==> src/rtl/alu_op_decoder_if.sv <==
// rtl/alu_op_decoder_if.sv - ALU operand decoder types and issue/ALU-side bus interface

package alu_op_decoder_pkg;

    typedef enum logic [6:0] {
        F7_NORMAL = 7'h00,
        F7_ALT    = 7'h20
    } alu_funct7_e;

    typedef enum logic [2:0] {
        F3_ADD  = 3'b000,
        F3_SLL  = 3'b001,
        F3_SLT  = 3'b010,
        F3_SLTU = 3'b011,
        F3_XOR  = 3'b100,
        F3_SRL  = 3'b101,
        F3_OR   = 3'b110,
        F3_AND  = 3'b111
    } alu_funct3_e;

    // One buffered decoded operation (used for both the output and the skid entry).
    typedef struct packed {
        logic [31:0] op1;
        logic [31:0] op2;
        alu_funct7_e funct7;
        alu_funct3_e funct3;
        logic [4:0]  rd;
        logic        illegal;
    } entry_t;

endpackage

interface alu_op_decoder_if;
    import alu_op_decoder_pkg::*;

    // Issue side: instruction plus register-file read data
    logic        in_valid_i;
    logic        in_ready_o;
    logic [31:0] instr_i;
    logic [31:0] pc_i;
    logic [31:0] rs1_data_i;
    logic [31:0] rs2_data_i;

    // ALU side: decoded operation
    logic        out_valid_o;
    logic        out_ready_i;
    logic [31:0] operand_1_o;
    logic [31:0] operand_2_o;
    alu_funct7_e funct7_o;
    alu_funct3_e funct3_o;
    logic [4:0]  rd_o;
    logic        illegal_o;

    // Driver of instructions and consumer of decoded ops
    modport master (
        output in_valid_i, instr_i, pc_i, rs1_data_i, rs2_data_i, out_ready_i,
        input  in_ready_o, out_valid_o, operand_1_o, operand_2_o,
               funct7_o, funct3_o, rd_o, illegal_o
    );

    // The decoder itself
    modport slave (
        input  in_valid_i, instr_i, pc_i, rs1_data_i, rs2_data_i, out_ready_i,
        output in_ready_o, out_valid_o, operand_1_o, operand_2_o,
               funct7_o, funct3_o, rd_o, illegal_o
    );

endinterface

==> src/rtl/alu_op_decoder.sv <==
// rtl/alu_op_decoder.sv - RV32I OP/OP-IMM/LUI/AUIPC decoder with output + skid buffer

module alu_op_decoder
    import alu_op_decoder_pkg::*;
#(
    parameter int unsigned XLEN = 32
) (
    input  logic                 clk_i,
    input  logic                 rst_i,
    input  logic                 flush_i,
    alu_op_decoder_if.slave      bus
);

    localparam logic [6:0] OPC_OP    = 7'b0110011;
    localparam logic [6:0] OPC_OPIMM = 7'b0010011;
    localparam logic [6:0] OPC_LUI   = 7'b0110111;
    localparam logic [6:0] OPC_AUIPC = 7'b0010111;

    logic [6:0]      opcode;
    logic [4:0]      rd;
    logic [2:0]      f3;
    logic [6:0]      f7;
    logic [XLEN-1:0] imm_i;
    logic [XLEN-1:0] imm_u;

    assign opcode = bus.instr_i[6:0];
    assign rd     = bus.instr_i[11:7];
    assign f3     = bus.instr_i[14:12];
    assign f7     = bus.instr_i[31:25];
    assign imm_i  = {{(XLEN-12){bus.instr_i[31]}}, bus.instr_i[31:20]};
    assign imm_u  = {bus.instr_i[31:12], 12'b0};

    entry_t dec;
    entry_t out_q, out_d;
    entry_t skid_q, skid_d;
    logic   out_valid_q, out_valid_d;
    logic   skid_valid_q, skid_valid_d;
    logic   in_ready_q, in_ready_d;

    logic accept;
    logic out_free;

    assign accept   = bus.in_valid_i & in_ready_q;
    assign out_free = ~out_valid_q | bus.out_ready_i;

    // Decode the incoming instruction; anything not provably legal collapses to an inert ADD 0,0.
    always_comb begin
        logic legal;
        legal       = 1'b0;
        dec         = '0;
        dec.funct7  = F7_NORMAL;
        dec.funct3  = F3_ADD;
        case (opcode)
            OPC_OP: begin
                legal      = (f7 == 7'h00) ||
                             ((f7 == 7'h20) && ((f3 == 3'b000) || (f3 == 3'b101)));
                dec.op1    = bus.rs1_data_i;
                dec.op2    = bus.rs2_data_i;
                dec.funct3 = alu_funct3_e'(f3);
                dec.funct7 = (f7 == 7'h20) ? F7_ALT : F7_NORMAL;
            end
            OPC_OPIMM: begin
                dec.op1    = bus.rs1_data_i;
                dec.funct3 = alu_funct3_e'(f3);
                if (f3 == 3'b001 || f3 == 3'b101) begin
                    // Shift-immediates carry the shamt and keep funct7 to select SRA vs SRL.
                    dec.op2    = {27'b0, bus.instr_i[24:20]};
                    dec.funct7 = (f7 == 7'h20) ? F7_ALT : F7_NORMAL;
                    legal      = (f7 == 7'h00) || ((f3 == 3'b101) && (f7 == 7'h20));
                end else begin
                    // imm[11:5] is not a funct7 here, so never let it turn ADDI into a subtract.
                    dec.op2    = imm_i;
                    dec.funct7 = F7_NORMAL;
                    legal      = 1'b1;
                end
            end
            OPC_LUI: begin
                legal   = 1'b1;
                dec.op2 = imm_u;
            end
            OPC_AUIPC: begin
                legal   = 1'b1;
                dec.op1 = bus.pc_i;
                dec.op2 = imm_u;
            end
            default: legal = 1'b0;
        endcase
        if (legal) begin
            dec.rd = rd;
        end else begin
            dec         = '0;
            dec.funct7  = F7_NORMAL;
            dec.funct3  = F3_ADD;
            dec.illegal = 1'b1;
        end
    end

    // Buffer next state: the skid entry always drains into the output first so order is kept.
    always_comb begin
        out_d        = out_q;
        skid_d       = skid_q;
        out_valid_d  = out_valid_q;
        skid_valid_d = skid_valid_q;
        if (flush_i) begin
            out_valid_d  = 1'b0;
            skid_valid_d = 1'b0;
        end else if (out_free) begin
            if (skid_valid_q) begin
                out_d        = skid_q;
                out_valid_d  = 1'b1;
                skid_valid_d = 1'b0;
            end else if (accept) begin
                out_d       = dec;
                out_valid_d = 1'b1;
            end else begin
                out_valid_d = 1'b0;
            end
        end else if (accept) begin
            skid_d       = dec;
            skid_valid_d = 1'b1;
        end
        in_ready_d = ~skid_valid_d;
    end

    // State registers with synchronous reset to an empty buffer and inert output fields.
    always_ff @(posedge clk_i) begin
        if (rst_i) begin
            out_q         <= '{op1: '0, op2: '0, funct7: F7_NORMAL, funct3: F3_ADD, rd: '0, illegal: 1'b0};
            skid_q        <= '{op1: '0, op2: '0, funct7: F7_NORMAL, funct3: F3_ADD, rd: '0, illegal: 1'b0};
            out_valid_q   <= 1'b0;
            skid_valid_q  <= 1'b0;
            in_ready_q    <= 1'b1;
        end else begin
            out_q         <= out_d;
            skid_q        <= skid_d;
            out_valid_q   <= out_valid_d;
            skid_valid_q  <= skid_valid_d;
            in_ready_q    <= in_ready_d;
        end
    end

    assign bus.in_ready_o  = in_ready_q;
    assign bus.out_valid_o = out_valid_q;
    assign bus.operand_1_o = out_q.op1;
    assign bus.operand_2_o = out_q.op2;
    assign bus.funct7_o    = out_q.funct7;
    assign bus.funct3_o    = out_q.funct3;
    assign bus.rd_o        = out_q.rd;
    assign bus.illegal_o   = out_q.illegal;

endmodule

==> src/flat_wrapper.sv <==
// flat-port wrapper written by rule: the top's interface ports become plain ports
module alu_op_decoder_flat import alu_op_decoder_pkg::*;
#(
    parameter int unsigned XLEN = 32
)
  (clk_i, rst_i, flush_i, bus_in_valid_i, bus_instr_i, bus_pc_i, bus_rs1_data_i, bus_rs2_data_i, bus_out_ready_i, bus_in_ready_o, bus_out_valid_o, bus_operand_1_o, bus_operand_2_o, bus_funct7_o, bus_funct3_o, bus_rd_o, bus_illegal_o);
  alu_op_decoder_if bus_i ();
  input  logic clk_i;
  input  logic rst_i;
  input  logic flush_i;
  input wire logic [$bits(bus_i.in_valid_i)-1:0] bus_in_valid_i;
  input wire logic [$bits(bus_i.instr_i)-1:0] bus_instr_i;
  input wire logic [$bits(bus_i.pc_i)-1:0] bus_pc_i;
  input wire logic [$bits(bus_i.rs1_data_i)-1:0] bus_rs1_data_i;
  input wire logic [$bits(bus_i.rs2_data_i)-1:0] bus_rs2_data_i;
  input wire logic [$bits(bus_i.out_ready_i)-1:0] bus_out_ready_i;
  output wire logic [$bits(bus_i.in_ready_o)-1:0] bus_in_ready_o;
  output wire logic [$bits(bus_i.out_valid_o)-1:0] bus_out_valid_o;
  output wire logic [$bits(bus_i.operand_1_o)-1:0] bus_operand_1_o;
  output wire logic [$bits(bus_i.operand_2_o)-1:0] bus_operand_2_o;
  output wire logic [$bits(bus_i.funct7_o)-1:0] bus_funct7_o;
  output wire logic [$bits(bus_i.funct3_o)-1:0] bus_funct3_o;
  output wire logic [$bits(bus_i.rd_o)-1:0] bus_rd_o;
  output wire logic [$bits(bus_i.illegal_o)-1:0] bus_illegal_o;
  assign bus_i.in_valid_i = bus_in_valid_i;
  assign bus_i.instr_i = bus_instr_i;
  assign bus_i.pc_i = bus_pc_i;
  assign bus_i.rs1_data_i = bus_rs1_data_i;
  assign bus_i.rs2_data_i = bus_rs2_data_i;
  assign bus_i.out_ready_i = bus_out_ready_i;
  assign bus_in_ready_o = bus_i.in_ready_o;
  assign bus_out_valid_o = bus_i.out_valid_o;
  assign bus_operand_1_o = bus_i.operand_1_o;
  assign bus_operand_2_o = bus_i.operand_2_o;
  assign bus_funct7_o = bus_i.funct7_o;
  assign bus_funct3_o = bus_i.funct3_o;
  assign bus_rd_o = bus_i.rd_o;
  assign bus_illegal_o = bus_i.illegal_o;
  alu_op_decoder #(.XLEN(XLEN)) u_core (.clk_i(clk_i), .rst_i(rst_i), .flush_i(flush_i), .bus(bus_i));
endmodule
==> config.mk <==
export PLATFORM = sky130hd
export DESIGN_NAME = alu_op_decoder_flat
export DESIGN_NICKNAME = d
export VERILOG_FILES = /design/src/rtl/alu_op_decoder_if.sv /design/src/rtl/alu_op_decoder.sv /design/src/flat_wrapper.sv
export SDC_FILE = /design/constraint.sdc
export NUM_CORES = 1
export LEC_CHECK = 0
export CAP_MARGIN = 40
export CELL_PAD_IN_SITES_DETAIL_PLACEMENT = 1
export CELL_PAD_IN_SITES_GLOBAL_PLACEMENT = 2
export CORE_UTILIZATION = 28
export DETAILED_ROUTE_END_ITERATION = 12
export PLACE_DENSITY = 0.85
export SETUP_SLACK_MARGIN = 0.3
export SKIP_CTS_REPAIR_TIMING = 1
export SYNTH_ARGS = -nofsm -noshare
export SYNTH_HDL_FRONTEND = slang
export SYNTH_SLANG_ARGS = --single-unit
==> constraint.sdc <==
create_clock -name clk_i -period 3.6 [get_ports clk_i]
set_input_delay 0.72 -clock clk_i [delete_from_list [all_inputs] [get_ports clk_i]]
set_output_delay 0.72 -clock clk_i [all_outputs]
set_load 0.005 [all_outputs]
==> results_dict.tcl <==
set metrics [dict create \
    outcome "finished, final reports clean" \
    slew_headroom 0.618 \
    start_util 0.285 \
    diodes 0 \
    grt_pass1_vias 6327 \
    crit_chain "clkdlybuf4s50_1, or4_1, a2bb2oi_1, a211oi_4, buf_4, a221oi_1, o41ai_2" \
    yosysUniqueCellTypes 47 \
    root_buffer "clkbuf_16" \
    finalWorstSetupSlack_ns 0.852 \
    worst_ep_arrival_time_ns 3.07 \
    hold_path.startpoint "u_core.skid_q[63]" \
    skew_ns 0.00944 \
    final_nets 1043 \
    crit_required_ns 3.92 \
    cp-end-kind "register" \
    firstDrtPassIters 5 \
    tns_ns 0 \
    synthFlopType "dfxtp_1" \
    irDropWorstVdd_mv 0.198 \
    final_area_um2 9410 \
    vias 6295 \
    wl_um 22600 \
    slowest_stage "or4_1" \
    seq_area_frac_synth 0.468 \
    rr_endpoint "u_core.skid_q[56]" \
    antenna_left 0 \
    cts_tree "done" \
    routedWlPerCell_um 18.7 \
    cts_inserted_buffers 17 \
    post-place-ws_ns 0.422 \
    start_kind "input port" \
    grt_max_degree 75 \
    io_buffer_count 208 \
    core_area_um2 22600 \
    die_width_um 154 \
    cts.htree.levels 4 \
    setup_violations 0 \
    hold_viol 0 \
    grt_usage 0.192 \
    leakagePower_nw 3.31 \
    ios 215 \
    synth-edff-count 0 \
    worstSetupPathType "input port to register" \
    critPathBufInv 2 \
    synthTopCellsByArea "dfxtp_1, o21ai_0, a22o_1" \
    hold_depth 2 \
    clk_pin_slew_ns 0.06 \
    drtIter0Drc 295 \
    area_growth_syn_to_layout_pct 45.7 \
    netlist_area_um2 6460 \
    drive_gt1_frac 0.0856 \
    via_per_inst 5.21 \
    rr_startpoint "u_core.bus.out_valid_o" \
    worstMarginPinSlew_ns 0.573 \
    drv_slew 0 \
    antenna_found_initial 0 \
    placed_cell_area_um2 8820 \
    rsz0062_at_grt "false" \
    p_per_area_nw_per_um2 413 \
    synthArstFlopShare 0 \
    max_stage_delay_ns 0.59 \
    path_max_fanout 8 \
    ff2ff_setup_slack_ns 1.58 \
    timing.final.crit_share 0.763 \
    die_area_um2 23700 \
    grt_overflow 0 \
    syn_avg_cell_area_um2 8.85 \
    row_count 55 \
    netlist_instances 730 \
    place_congestion 0.784 \
    ys_seq_elements 151 \
    whs_endpoint "u_core.skid_q[63]" \
    ff2ff_path_depth 5 \
    cts_max_path_buffers 2 \
    grt_pass1_wl_um 35500 \
    die_y_um 154 \
    clk_latency_ns 0.42 \
    yosys.area.top_type "dfxtp_1" \
    fmax_mhz 364 \
    dpl.hpwl_um 15100 \
    ys_warn_count 0 \
    drc_errors 0 \
    synth_top_area_share 0.468 \
    max_cap_violations 0 \
    crit_family "compound AO/OA/AOI/OAI gates" \
    period_needed_ns 2.75 \
    min_path_type "register to register" \
    cts_num_sinks 151 \
]
cell type report:
type,instances,area (um^2)
timing repair buffer,232,2290
sequential,151,3020
inverter,6,22.5
fill,2582,13200
clock inverter,12,143
tap,285,357
clock buffer,20,447
multi-input combinational,502,3130
per-layer routing:
| layer | routed length [um] | GRT usage |
|---|---|---|
| met2 | 10600 | 0.312 |
| met1 | 10200 | 0.249 |
| met4 | 262 | 0.0543 |
| met5 | 0 | 0 |
| met3 | 1450 | 0.0505 |
synth_stat cells (2+ instances only):
library cell  count
nor2_1           24
a21o_1           32
nor3_1            3
a21oi_1          63
inv_1             5
or3_1             3
o21ai_1           3
o211ai_1          5
dfxtp_1         151
o21bai_1         19
nand2b_1          2
buf_6             3
buf_4             9
a221oi_1         18
nand2_1          88
a221o_1          19
or2_2             2
o41ai_2           2
a22oi_1          32
a22o_1           45
buf_2             9
nor4_1            2
o21ai_0         105
o21a_1            2
nor2b_1           4
clkbuf_1         54
nand3_1           2
mux2_2            5
flip-flops by register name (all words and copies together), names as in the netlist:
signal,cells
u_core.bus.operand_2_o,32
u_core.bus.funct7_o,1
u_core.bus.in_ready_o,1
u_core.bus.out_valid_o,1
u_core.bus.rd_o,5
u_core.bus.funct3_o,3
u_core.bus.operand_1_o,32
u_core.bus.illegal_o,1
u_core.skid_q,74
u_core.skid_valid_q,1
power by group:
| part | switching [mW] | total [mW] | internal [mW] | leakage [nW] |
|---|---|---|---|---|
| sequential | 0.00946 | 1.70 | 1.69 | 1.22 |
| clock | 0.745 | 1.80 | 1.05 | 0.274 |
| combinational | 0.176 | 0.389 | 0.212 | 1.82 |
worst max-delay path by stage:
stage / start / end / slack [ns] / depth (start not counted)
finish: bus_instr_i[28] / u_core.bus.operand_1_o[30] / 0.85 / 7
CTS: bus_instr_i[27] / u_core.bus.operand_1_o[30] / 0.86 / 7
floorplan: bus_instr_i[6] / u_core.bus.funct3_o[0] / 1.21 / 7
global route: bus_instr_i[13] / u_core.bus.operand_1_o[15] / 0.71 / 7
detailed placement: bus_instr_i[13] / u_core.bus.operand_2_o[31] / 0.42 / 7
global placement: bus_instr_i[27] / u_core.bus.operand_1_o[30] / 0.49 / 7
worst min-delay path, delay by kind of cell, from the launching register on:
| kind | cells | cell delay, ns |
|---|---|---|
| AO/OA/AOI/OAI | 1 | 0.05 |
| flip-flops | 1 | 0.32 |
| AND/OR/NAND/NOR | 1 | 0.04 |
stage by stage:
| step | util | cells | power [mW] | hold WS [ns] |
|---|---|---|---|---|
| 5_1_grt | 0.416 | 1208 | 4.04 | 0.477 |
| 3_3_place_gp | 0.390 | 1176 | 2.12 | 0.427 |
| 3_5_place_dp | 0.390 | 1176 | 2.13 | 0.437 |
| 2_1_floorplan | - | 735 | 1.88 | 0.420 |
| 4_1_cts | 0.416 | 1208 | 3.94 | 0.452 |
| 6_report | 0.416 | 1208 | 3.88 | 0.449 |
cells by family after synthesis:
group | count (synthesis) | synth area share
other cells | 1 | 0.000580
simple gates | 138 | 0.0914
buf+inv | 82 | 0.0581
compound gates | 353 | 0.373
flops | 151 | 0.468
mux | 5 | 0.00871
placed cells by master, fill, tap and decap left out, types with 21 or more instances in the layout:
cell type / count
clkdlybuf4s50_1: 208
dfxtp_1: 150
o21ai_0: 105
nand2_1: 88
a21oi_1: 63
a22o_1: 45
a22oi_1: 32
a21o_1: 32
buf_4: 22
nor2_1: 21
(Power assumes the default switching activity.)
